## config.mk

```make
export PLATFORM = sky130hd
export DESIGN_NAME = weight_stream_fifo
export DESIGN_NICKNAME = d
export VERILOG_FILES = /design/src/rtl/weight_stream_pkg.sv /design/src/rtl/wsf_ram.sv /design/src/rtl/weight_stream_fifo.sv
export SDC_FILE = /design/constraint.sdc
export NUM_CORES = 1
export LEC_CHECK = 0
export BUFFER_PORTS_ARGS = -buffer_cell sky130_fd_sc_hd__buf_2
export CORE_MARGIN = 3
export CORE_UTILIZATION = 60
export CTS_CLUSTER_DIAMETER = 50
export DETAILED_ROUTE_END_ITERATION = 16
export PLACE_DENSITY = 0.83
export SYNTH_ARGS = -nofsm -noshare
export SYNTH_HDL_FRONTEND = slang
export SYNTH_SLANG_ARGS = --single-unit
```

## constraint.sdc

```tcl
create_clock -name clk -period 5 [get_ports clk]
set_input_delay 0.75 -clock clk [delete_from_list [all_inputs] [get_ports clk]]
set_output_delay 0.75 -clock clk [all_outputs]
set_load 0.05 [all_outputs]
```

## src/rtl/weight_stream_pkg.sv

```systemverilog
// Shared constants for the weight stream FIFO: width helpers derived from the
// depth, and the values afull/s_axis_tready take while reset is held.
package weight_stream_pkg;

   localparam int WSF_DEPTH = 32;

   function automatic int wsf_ptr_w(input int depth);
      return $clog2(depth);
   endfunction

   function automatic int wsf_cnt_w(input int depth);
      return $clog2(depth) + 1;
   endfunction

   localparam int WSF_PTR_W = wsf_ptr_w(WSF_DEPTH);
   localparam int WSF_CNT_W = wsf_cnt_w(WSF_DEPTH);

   // Streamer must see "stop" while the buffer is in reset.
   localparam logic AFULL_RST  = 1'b1;
   localparam logic TREADY_RST = 1'b0;

endpackage

```

## src/rtl/wsf_ram.sv

```systemverilog
// Simple dual-port RAM with registered (one-cycle) read, written so that
// synthesis maps it onto block RAM or distributed RAM.
module wsf_ram
   import weight_stream_pkg::*;
#(
   parameter int WIDTH  = 32,
   parameter int DEPTH  = WSF_DEPTH,
   parameter int ADDR_W = WSF_PTR_W
) (
   input  logic              clk,
   input  logic              we,
   input  logic [ADDR_W-1:0] waddr,
   input  logic [WIDTH-1:0]  wdata,
   input  logic              re,
   input  logic [ADDR_W-1:0] raddr,
   output logic [WIDTH-1:0]  rdata
);

   logic [WIDTH-1:0] mem [DEPTH];

   always_ff @(posedge clk) begin
      if (we) mem[waddr] <= wdata;
      if (re) rdata <= mem[raddr];
   end

endmodule

```

## src/rtl/weight_stream_fifo.sv

```systemverilog
// FWFT elastic buffer behind a memstream port; afull leaves AFULL_MARGIN slots
// for in-flight reads. Define WEIGHT_STREAM_FIFO_BYPASS_EN for 1-cycle empty latency.
module weight_stream_fifo
   import weight_stream_pkg::*;
#(
   parameter int WIDTH        = 32,
   parameter int DEPTH        = WSF_DEPTH,
   parameter int AFULL_MARGIN = 4
) (
   input  logic                   clk,
   input  logic                   rst,
   input  logic                   s_axis_tvalid,
   output logic                   s_axis_tready,
   input  logic [WIDTH-1:0]       s_axis_tdata,
   output logic                   afull,
   output logic                   m_axis_tvalid,
   input  logic                   m_axis_tready,
   output logic [WIDTH-1:0]       m_axis_tdata,
   output logic [$clog2(DEPTH):0] count,
   output logic                   ovf_sticky
);

   localparam int PTR_W = wsf_ptr_w(DEPTH);
   localparam int CNT_W = wsf_cnt_w(DEPTH);
   localparam logic [CNT_W-1:0] FULL_CNT  = CNT_W'(DEPTH);
   localparam logic [CNT_W-1:0] AFULL_CNT = CNT_W'(DEPTH - AFULL_MARGIN);

   logic [PTR_W-1:0] wr_ptr, rd_ptr;
   logic             vld_p1;
   logic [WIDTH-1:0] rdata_p1, data_p1;
   logic             wr_en, rd_en, ram_has, ram_we, ram_re, ld_out, byp;
   logic [CNT_W-1:0] cnt_nxt;

   // Pointers never differ by DEPTH: the two output-side stages always hold
   // some of the occupancy once words are buffered, so equal means empty.
   always_comb begin
      wr_en   = s_axis_tvalid && s_axis_tready;
      rd_en   = m_axis_tvalid && m_axis_tready;
      ram_has = (wr_ptr != rd_ptr);
      ld_out  = vld_p1 && (!m_axis_tvalid || m_axis_tready);
      ram_re  = ram_has && (!vld_p1 || ld_out);
`ifdef WEIGHT_STREAM_FIFO_BYPASS_EN
      byp     = wr_en && !ram_has && !vld_p1 && (!m_axis_tvalid || m_axis_tready);
`else
      byp     = 1'b0;
`endif
      ram_we  = wr_en && !byp;
      cnt_nxt = count + CNT_W'(wr_en) - CNT_W'(rd_en);
   end

   wsf_ram #(
      .WIDTH (WIDTH),
      .DEPTH (DEPTH),
      .ADDR_W(PTR_W)
   ) u_ram (
      .clk  (clk),
      .we   (ram_we),
      .waddr(wr_ptr),
      .wdata(s_axis_tdata),
      .re   (ram_re),
      .raddr(rd_ptr),
      .rdata(rdata_p1)
   );

`ifdef WEIGHT_STREAM_FIFO_BYPASS_EN
   logic             byp_sel_p1;
   logic [WIDTH-1:0] byp_data_p1;

   always_ff @(posedge clk or negedge rst) begin
      if (!rst)        byp_sel_p1 <= 1'b0;
      else if (byp)    byp_sel_p1 <= 1'b1;
      else if (ram_re) byp_sel_p1 <= 1'b0;
   end

   always_ff @(posedge clk) begin
      if (byp) byp_data_p1 <= s_axis_tdata;
   end

   assign data_p1 = byp_sel_p1 ? byp_data_p1 : rdata_p1;
`else
   assign data_p1 = rdata_p1;
`endif

   // ---- stage p1 (RAM read data) -> output register ----
   always_ff @(posedge clk or negedge rst) begin
      if (!rst) begin
         wr_ptr        <= '0;
         rd_ptr        <= '0;
         vld_p1        <= 1'b0;
         m_axis_tvalid <= 1'b0;
         m_axis_tdata  <= '0;
         count         <= '0;
         ovf_sticky    <= 1'b0;
         s_axis_tready <= TREADY_RST;
         afull         <= AFULL_RST;
      end else begin
         if (ram_we) wr_ptr <= wr_ptr + PTR_W'(1);
         if (ram_re) rd_ptr <= rd_ptr + PTR_W'(1);

         if (ram_re || byp) vld_p1 <= 1'b1;
         else if (ld_out)   vld_p1 <= 1'b0;

         if (ld_out) begin
            m_axis_tvalid <= 1'b1;
            m_axis_tdata  <= data_p1;
         end else if (rd_en) begin
            m_axis_tvalid <= 1'b0;
         end

         count         <= cnt_nxt;
         s_axis_tready <= (cnt_nxt != FULL_CNT);
         afull         <= (cnt_nxt >= AFULL_CNT);
         if (s_axis_tvalid && (count == FULL_CNT)) ovf_sticky <= 1'b1;
      end
   end

endmodule

```

==> impl_metrics.py, run 1 <==
metrics = {
    "setup_path": {
        "cp-start-kind": "flip-flop",
        "required_ns": 5.35,
        "path_class": "flip-flop to flip-flop",
        "end_kind": "flip-flop",
        "arrival_ns": 3.73,
        "ff2ff_path_depth": 5,
        "critPathMaxFanout": 38,
    },
    "cells_and_area": {
        "final_cells": 3048,
        "syn_to_final_growth_pct": 11.6,
        "final_net_count": 2076,
        "drive_above_1_share_pct": 25.0,
        "fillCellCount": 3931,
        "fin_area_mm2": 0.0470,
    },
    "timing": {
        "setup_violations": 0,
        "fmax_mhz": 295,
        "drv_slew": 0,
        "fin_hold_ws_ns": 0.121,
        "tightest_slew_ns": 1.14,
        "post-route-period-util_pct": 67.7,
        "finalHoldViolations": 0,
        "finClkSkew_ns": 0.0288,
        "rsz0062_at_grt": "false",
        "slew_headroom_pct": 24.0,
        "setup-tns-final_ns": 0,
        "min_period_ns": 3.38,
    },
    "cts": {
        "clock_sinks": 1109,
        "post_cts_resized": 0,
        "post_cts_buffers": 0,
        "tritoncts": "built",
        "htree_levels": 3,
        "root_buffer": "clkbuf_16",
        "clk_latency_ns": 0.66,
        "ctsHoldBuffers": 0,
        "clkTransAtPathRegs_ns": 0.06,
        "cts_buffers": 106,
        "cts_max_path_buffers": 3,
    },
    "floorplan": {
        "dieArea_mm2": 0.0734,
        "die_w_um": 271,
        "fp-row-count": 96,
        "initial_core_util_pct": 61.0,
        "num_io_pins": 78,
        "fp.dieH_um": 271,
        "coreArea_mm2": 0.0691,
    },
    "detailed_routing": {
        "via_count": 20800,
        "drtAntennaViolNets": 0,
        "routed_via_density": 6.81,
        "wirelength_um": 99800,
        "firstDrtPassIters": 6,
        "routedWlPerCell_um": 32.7,
        "drcViolationCount": 0,
        "first_iter_violations": 2856,
    },
    "synthesis": {
        "synth_compound_area_share_pct": 4.12,
        "synth_top_area_cell": "edfxtp_1",
        "synth_cell_types": 49,
        "syn_avg_cell_area_um2": 21.9,
        "synthTopCellsByArea": "edfxtp_1 75%, mux4_2 10%, dfrtp_1 3.1%",
        "synthMostInstantiatedCell": "edfxtp_1",
        "synth.area.mux_share_pct": 14.3,
        "ys_ff_latch": 1109,
        "yosys_most_used_dff": "edfxtp_1",
        "synth_area_mm2": 0.0421,
        "synth-xor-area-share_pct": 0.312,
        "synth_edf_count": 1056,
        "synth_top_family_by_area": "multiplexers",
        "ys_seq_area_share_pct": 78.4,
        "ys_warn_count": 0,
        "synth_nets": 1973,
        "synthSimpleGateAreaFrac_pct": 0.844,
        "syn-instance-count": 1923,
        "synth_fa_ha_area_share_pct": 0.434,
        "yosys-top-cells-count": "1,056 x edfxtp_1, 194 x mux4_2, 126 x mux2i_1",
        "synth.top_cell.area_share_pct": 75.3,
        "ys_async_sr_fraction_pct": 4.78,
    },
    "min_path": {
        "hp-class": "input port to async pin",
    },
    "power_and_ir_drop": {
        "static-leakage-power_nw": 15.1,
        "powerDensity_mw_per_mm2": 589,
        "power_mw": 27.7,
        "peakVddDrop_v": 0.000514,
    },
    "place": {
        "hpwl_um": 55900,
        "placedCellCount": 2849,
        "place_congestion": 0.893,
        "io_buffers": 77,
        "dpl_cell_area_mm2": 0.0436,
    },
    "job": {
        "maxCapViolCount": 0,
    },
    "global_routing": {
        "track_usage_pct": 27.7,
        "grt_max_degree": 115,
        "grt_pass1_vias": 20900,
        "antenna_found_initial": 8,
        "gr-total-overflow": 0,
        "grt_pass1_wl_um": 146000,
    },
    "run_status": {
        "status": "completed",
    },
}
## through the flow
stage	setup slack [ns]	util, %
detailed placement	1.45	63.1
CTS	1.76	68.0
floorplan	1.77	-
global placement	1.57	63.1
global route	1.54	68.0
finish	1.62	68.0
## critical path: stages (launching register included)
cell and delay (ns):
dfrtp_4 0.94, buf_12 0.31, mux4_2 0.54, a22o_1 0.30, a211oi_1 0.69, a21oi_1 0.23
## cells in the final DEF, fill, tap and decap left out, drive strengths merged, types with 2 or more instances in the layout
cell      Yosys  routed
a22oi        32      32
buf          65     103
or3b          2       2
o22ai        31      31
clkinv        0      32
nand2b        2       2
bufinv        0       6
inv          12      18
o211ai        2       2
nor2b         3       3
a211oi       63      63
dfrtp        52      52
a21o          2       2
and2          3       3
clkbuf       43     143
diode         0       6
nand3b        4       4
xnor2        14      14
nor3b         2       2
mux2i       126     126
nand3         3       3
o221ai       32      32
o21ai         4       4
nand2        11      11
edfxtp     1056    1056
clkinvlp      0       6
mux4        194     194
a21oi        35      35
ha           13      13
mux2         33      33
a22o         31      31
nor2         38      38
## sequential cells by signal (all words and copies together) (netlist names)
signal         flops
u_ram.mem       1024
m_axis_tdata      32
u_ram.rdata       32
count              6
rd_ptr             5
wr_ptr             5
afull              1
m_axis_tvalid      1
ovf_sticky         1
s_axis_tready      1
vld_p1             1
## area by class of cell
class	count	area [µm²]	share of cell area, %
Multi-Input combinational cell	694	8680	18.5
Inverter	12	45.0	0.0959
Clock buffer	143	2900	6.18
Timing Repair Buffer	103	668	1.42
Tap cell	931	1160	2.48
Sequential cell	1109	33000	70.3
Clock inverter	50	463	0.985
Antenna cell	6	15.0	0.0320
## power breakdown
part	internal, mW	switching (mW)	total [mW]
Clock	4.40	3.37	7.77
Combinational	3.03	5.08	8.11
Sequential	11.2	0.583	11.8
## worst paths after layout
kind / start / to / slack, ns
worst max-delay path: rd_ptr[0] / u_ram.rdata[7] / 1.62
worst min-delay path: rst / count[4] / 0.12
worst max register to register: rd_ptr[0] / u_ram.rdata[7] / 1.62
worst min register to register: u_ram.rdata[19] / m_axis_tdata[19] / 0.48
max in group asynchronous: rst / m_axis_tdata[8] / 3.94
min in group clk: s_axis_tvalid / ovf_sticky / 0.40
## logic make-up after synthesis
logic type	count (synthesis)
mux	353
xor+xnor	15
compound gates	238
buf+inv	120
flops	1109
fa+ha+maj	14
simple gates	74
## per-layer routing
layer	GRT usage (%)	vias to the layer above	part of all wire [%]	wire length, µm
met5	0	-	0.033	33
met4	9.37	4	3.7	3670
met3	6.48	200	11	11200
met2	43.6	1440	49	48400
met1	39.1	10800	37	36500
li1	-	8317	-	-
Power figures use the tool's default switching activity.
==> run 2: changes to the inputs <==
==> constraint.sdc (replaced) <==
create_clock -name clk -period 3.5 [get_ports clk]
set_input_delay 0.525 -clock clk [delete_from_list [all_inputs] [get_ports clk]]
set_output_delay 0.525 -clock clk [all_outputs]
set_load 0.05 [all_outputs]
==> impl_metrics.py, run 2 (synthesis gave the netlist of run 1 again) <==
metrics = {
    "detailed_routing": {
        "via_count": 21600,
        "wirelength_um": 103000,
        "firstDrtPassIters": 6,
        "drcViolationCount": 0,
        "routed_via_density": 6.90,
        "first_iter_violations": 3097,
        "drtAntennaViolNets": 0,
        "routedWlPerCell_um": 32.9,
    },
    "setup_path": {
        "cp-start-kind": "flip-flop",
        "critPathMaxFanout": 54,
        "arrival_ns": 3.18,
        "required_ns": 3.93,
        "end_kind": "flip-flop",
        "path_class": "flip-flop to flip-flop",
    },
    "global_routing": {
        "track_usage_pct": 28.4,
        "gr-total-overflow": 0,
        "grt_pass1_vias": 22400,
        "grt_pass1_wl_um": 151000,
        "antenna_found_initial": 7,
        "grt_max_degree": 64,
    },
    "floorplan": {
        "coreArea_mm2": 0.0691,
        "dieArea_mm2": 0.0734,
        "die_w_um": 271,
        "initial_core_util_pct": 61.0,
        "num_io_pins": 78,
        "fp.dieH_um": 271,
        "fp-row-count": 96,
    },
    "place": {
        "pre_cts_ws_ns": 0.622,
        "io_buffers": 77,
        "dpl_cell_area_mm2": 0.0444,
        "place_congestion": 0.836,
        "hpwl_um": 54400,
        "placedCellCount": 2916,
    },
    "power_and_ir_drop": {
        "powerDensity_mw_per_mm2": 837,
        "static-leakage-power_nw": 15.7,
        "peakVddDrop_v": 0.000689,
    },
    "cts": {
        "post_cts_buffers": 0,
        "htree_levels": 3,
        "clk_latency_ns": 0.69,
        "clkTransAtPathRegs_ns": 0.06,
        "cts_max_path_buffers": 3,
        "clock_sinks": 1109,
        "root_buffer": "clkbuf_16",
        "cts_buffers": 109,
        "tritoncts": "built",
        "post_cts_resized": 0,
    },
    "min_path": {
        "hp-class": "input port to flip-flop",
    },
    "timing": {
        "rsz0062_at_grt": "false",
        "setup_violations": 0,
        "fin_ws_ns": 0.744,
        "finalHoldViolations": 0,
        "drv_slew": 0,
        "min_period_ns": 2.76,
        "post-route-period-util_pct": 78.7,
        "fmax_mhz": 363,
        "finClkSkew_ns": 0.0425,
        "slew_headroom_pct": 35.6,
        "setup-tns-final_ns": 0,
        "tightest_slew_ns": 0.966,
    },
    "cells_and_area": {
        "largest_reg_flops": 1024,
        "layout_commonest_cell": "edfxtp_1",
        "final_cell_mix": "1,056 x edfxtp_1, 194 x mux4_2, 126 x mux2i_1",
        "fin_area_mm2": 0.0481,
        "largest-register": "u_ram.mem",
        "fillCellCount": 3841,
        "drive_above_1_share_pct": 27.8,
        "final_net_count": 2147,
        "final_util_pct": 69.7,
        "top_regs": "u_ram.mem: 1024 flops, m_axis_tdata: 32 flops, u_ram.rdata: 32 flops",
        "final_cells": 3126,
        "syn_to_final_growth_pct": 14.2,
    },
    "job": {
        "maxCapViolCount": 0,
    },
    "run_status": {
        "status": "completed",
    },
}
-- run 2: final timing paths --
kind	startpoint	end	slack, ns	cells after the start
setup / recovery	rd_ptr[1]	u_ram.rdata[23]	0.74	6
hold / removal	s_axis_tvalid	ovf_sticky	0.18	2
hold reg to reg	u_ram.rdata[18]	m_axis_tdata[18]	0.49	1
setup reg to reg	rd_ptr[1]	u_ram.rdata[23]	0.74	6
min in group asynchronous	rst	count[4]	0.53	2
max in group asynchronous	rst	m_axis_tdata[8]	2.13	3
-- run 2: area by class of cell --
cell class / instances / area, µm² / area share, %
sequential: 1109 / 33000 / 68.7
multi-input combinational: 694 / 8680 / 18.0
clock buffer: 141 / 2890 / 6.00
timing repair buffer: 171 / 1510 / 3.13
tap: 931 / 1160 / 2.42
clock inverter: 67 / 782 / 1.63
inverter: 12 / 45.0 / 0.0936
antenna: 1 / 2.50 / 0.00520
-- run 2: layer usage --
metal / wire, µm / share of wire, % / global-route usage (%) / up-vias
met1: 36100 / 35 / 37.6 / 11200
met5: 41 / 0.040 / 0 / -
met4: 4900 / 4.8 / 13.1 / 6
li1: - / - / - / 8459
met2: 50700 / 49 / 45.6 / 1598
met3: 11000 / 11 / 6.50 / 321
-- run 2: report_power, final --
part / switching, mW / leakage (nW) / internal [mW]
sequential: 0.765 / 10.1 / 16.0
clock: 5.04 / 1.78 / 6.80
combinational: 7.02 / 3.77 / 4.64
-- run 2: critical path, stage by stage, from the launching register on --
cell,delay (ns)
dfrtp_4,0.67
buf_12,0.35
mux4_2,0.37
a22o_1,0.30
a211oi_1,0.50
buf_4,0.20
a21oi_1,0.03
-- run 2: repair_timing --
| action | CTS | global route |
|---|---|---|
| hold buffers | 1 | 0 |
| endpoints found under the hold margin | 21 | 0 |
| endpoints found under the setup margin | 0 | 0 |
-- run 2: per-stage QoR --
stage | hold slack, ns | total power, mW
final | 0.179 | 40.3
after global routing | 0.161 | 41.5
after CTS | 0.140 | 40.3
after detailed placement | 0.472 | 28.4
after global placement | 0.446 | 27.9
after floorplan | 0.229 | 24.6
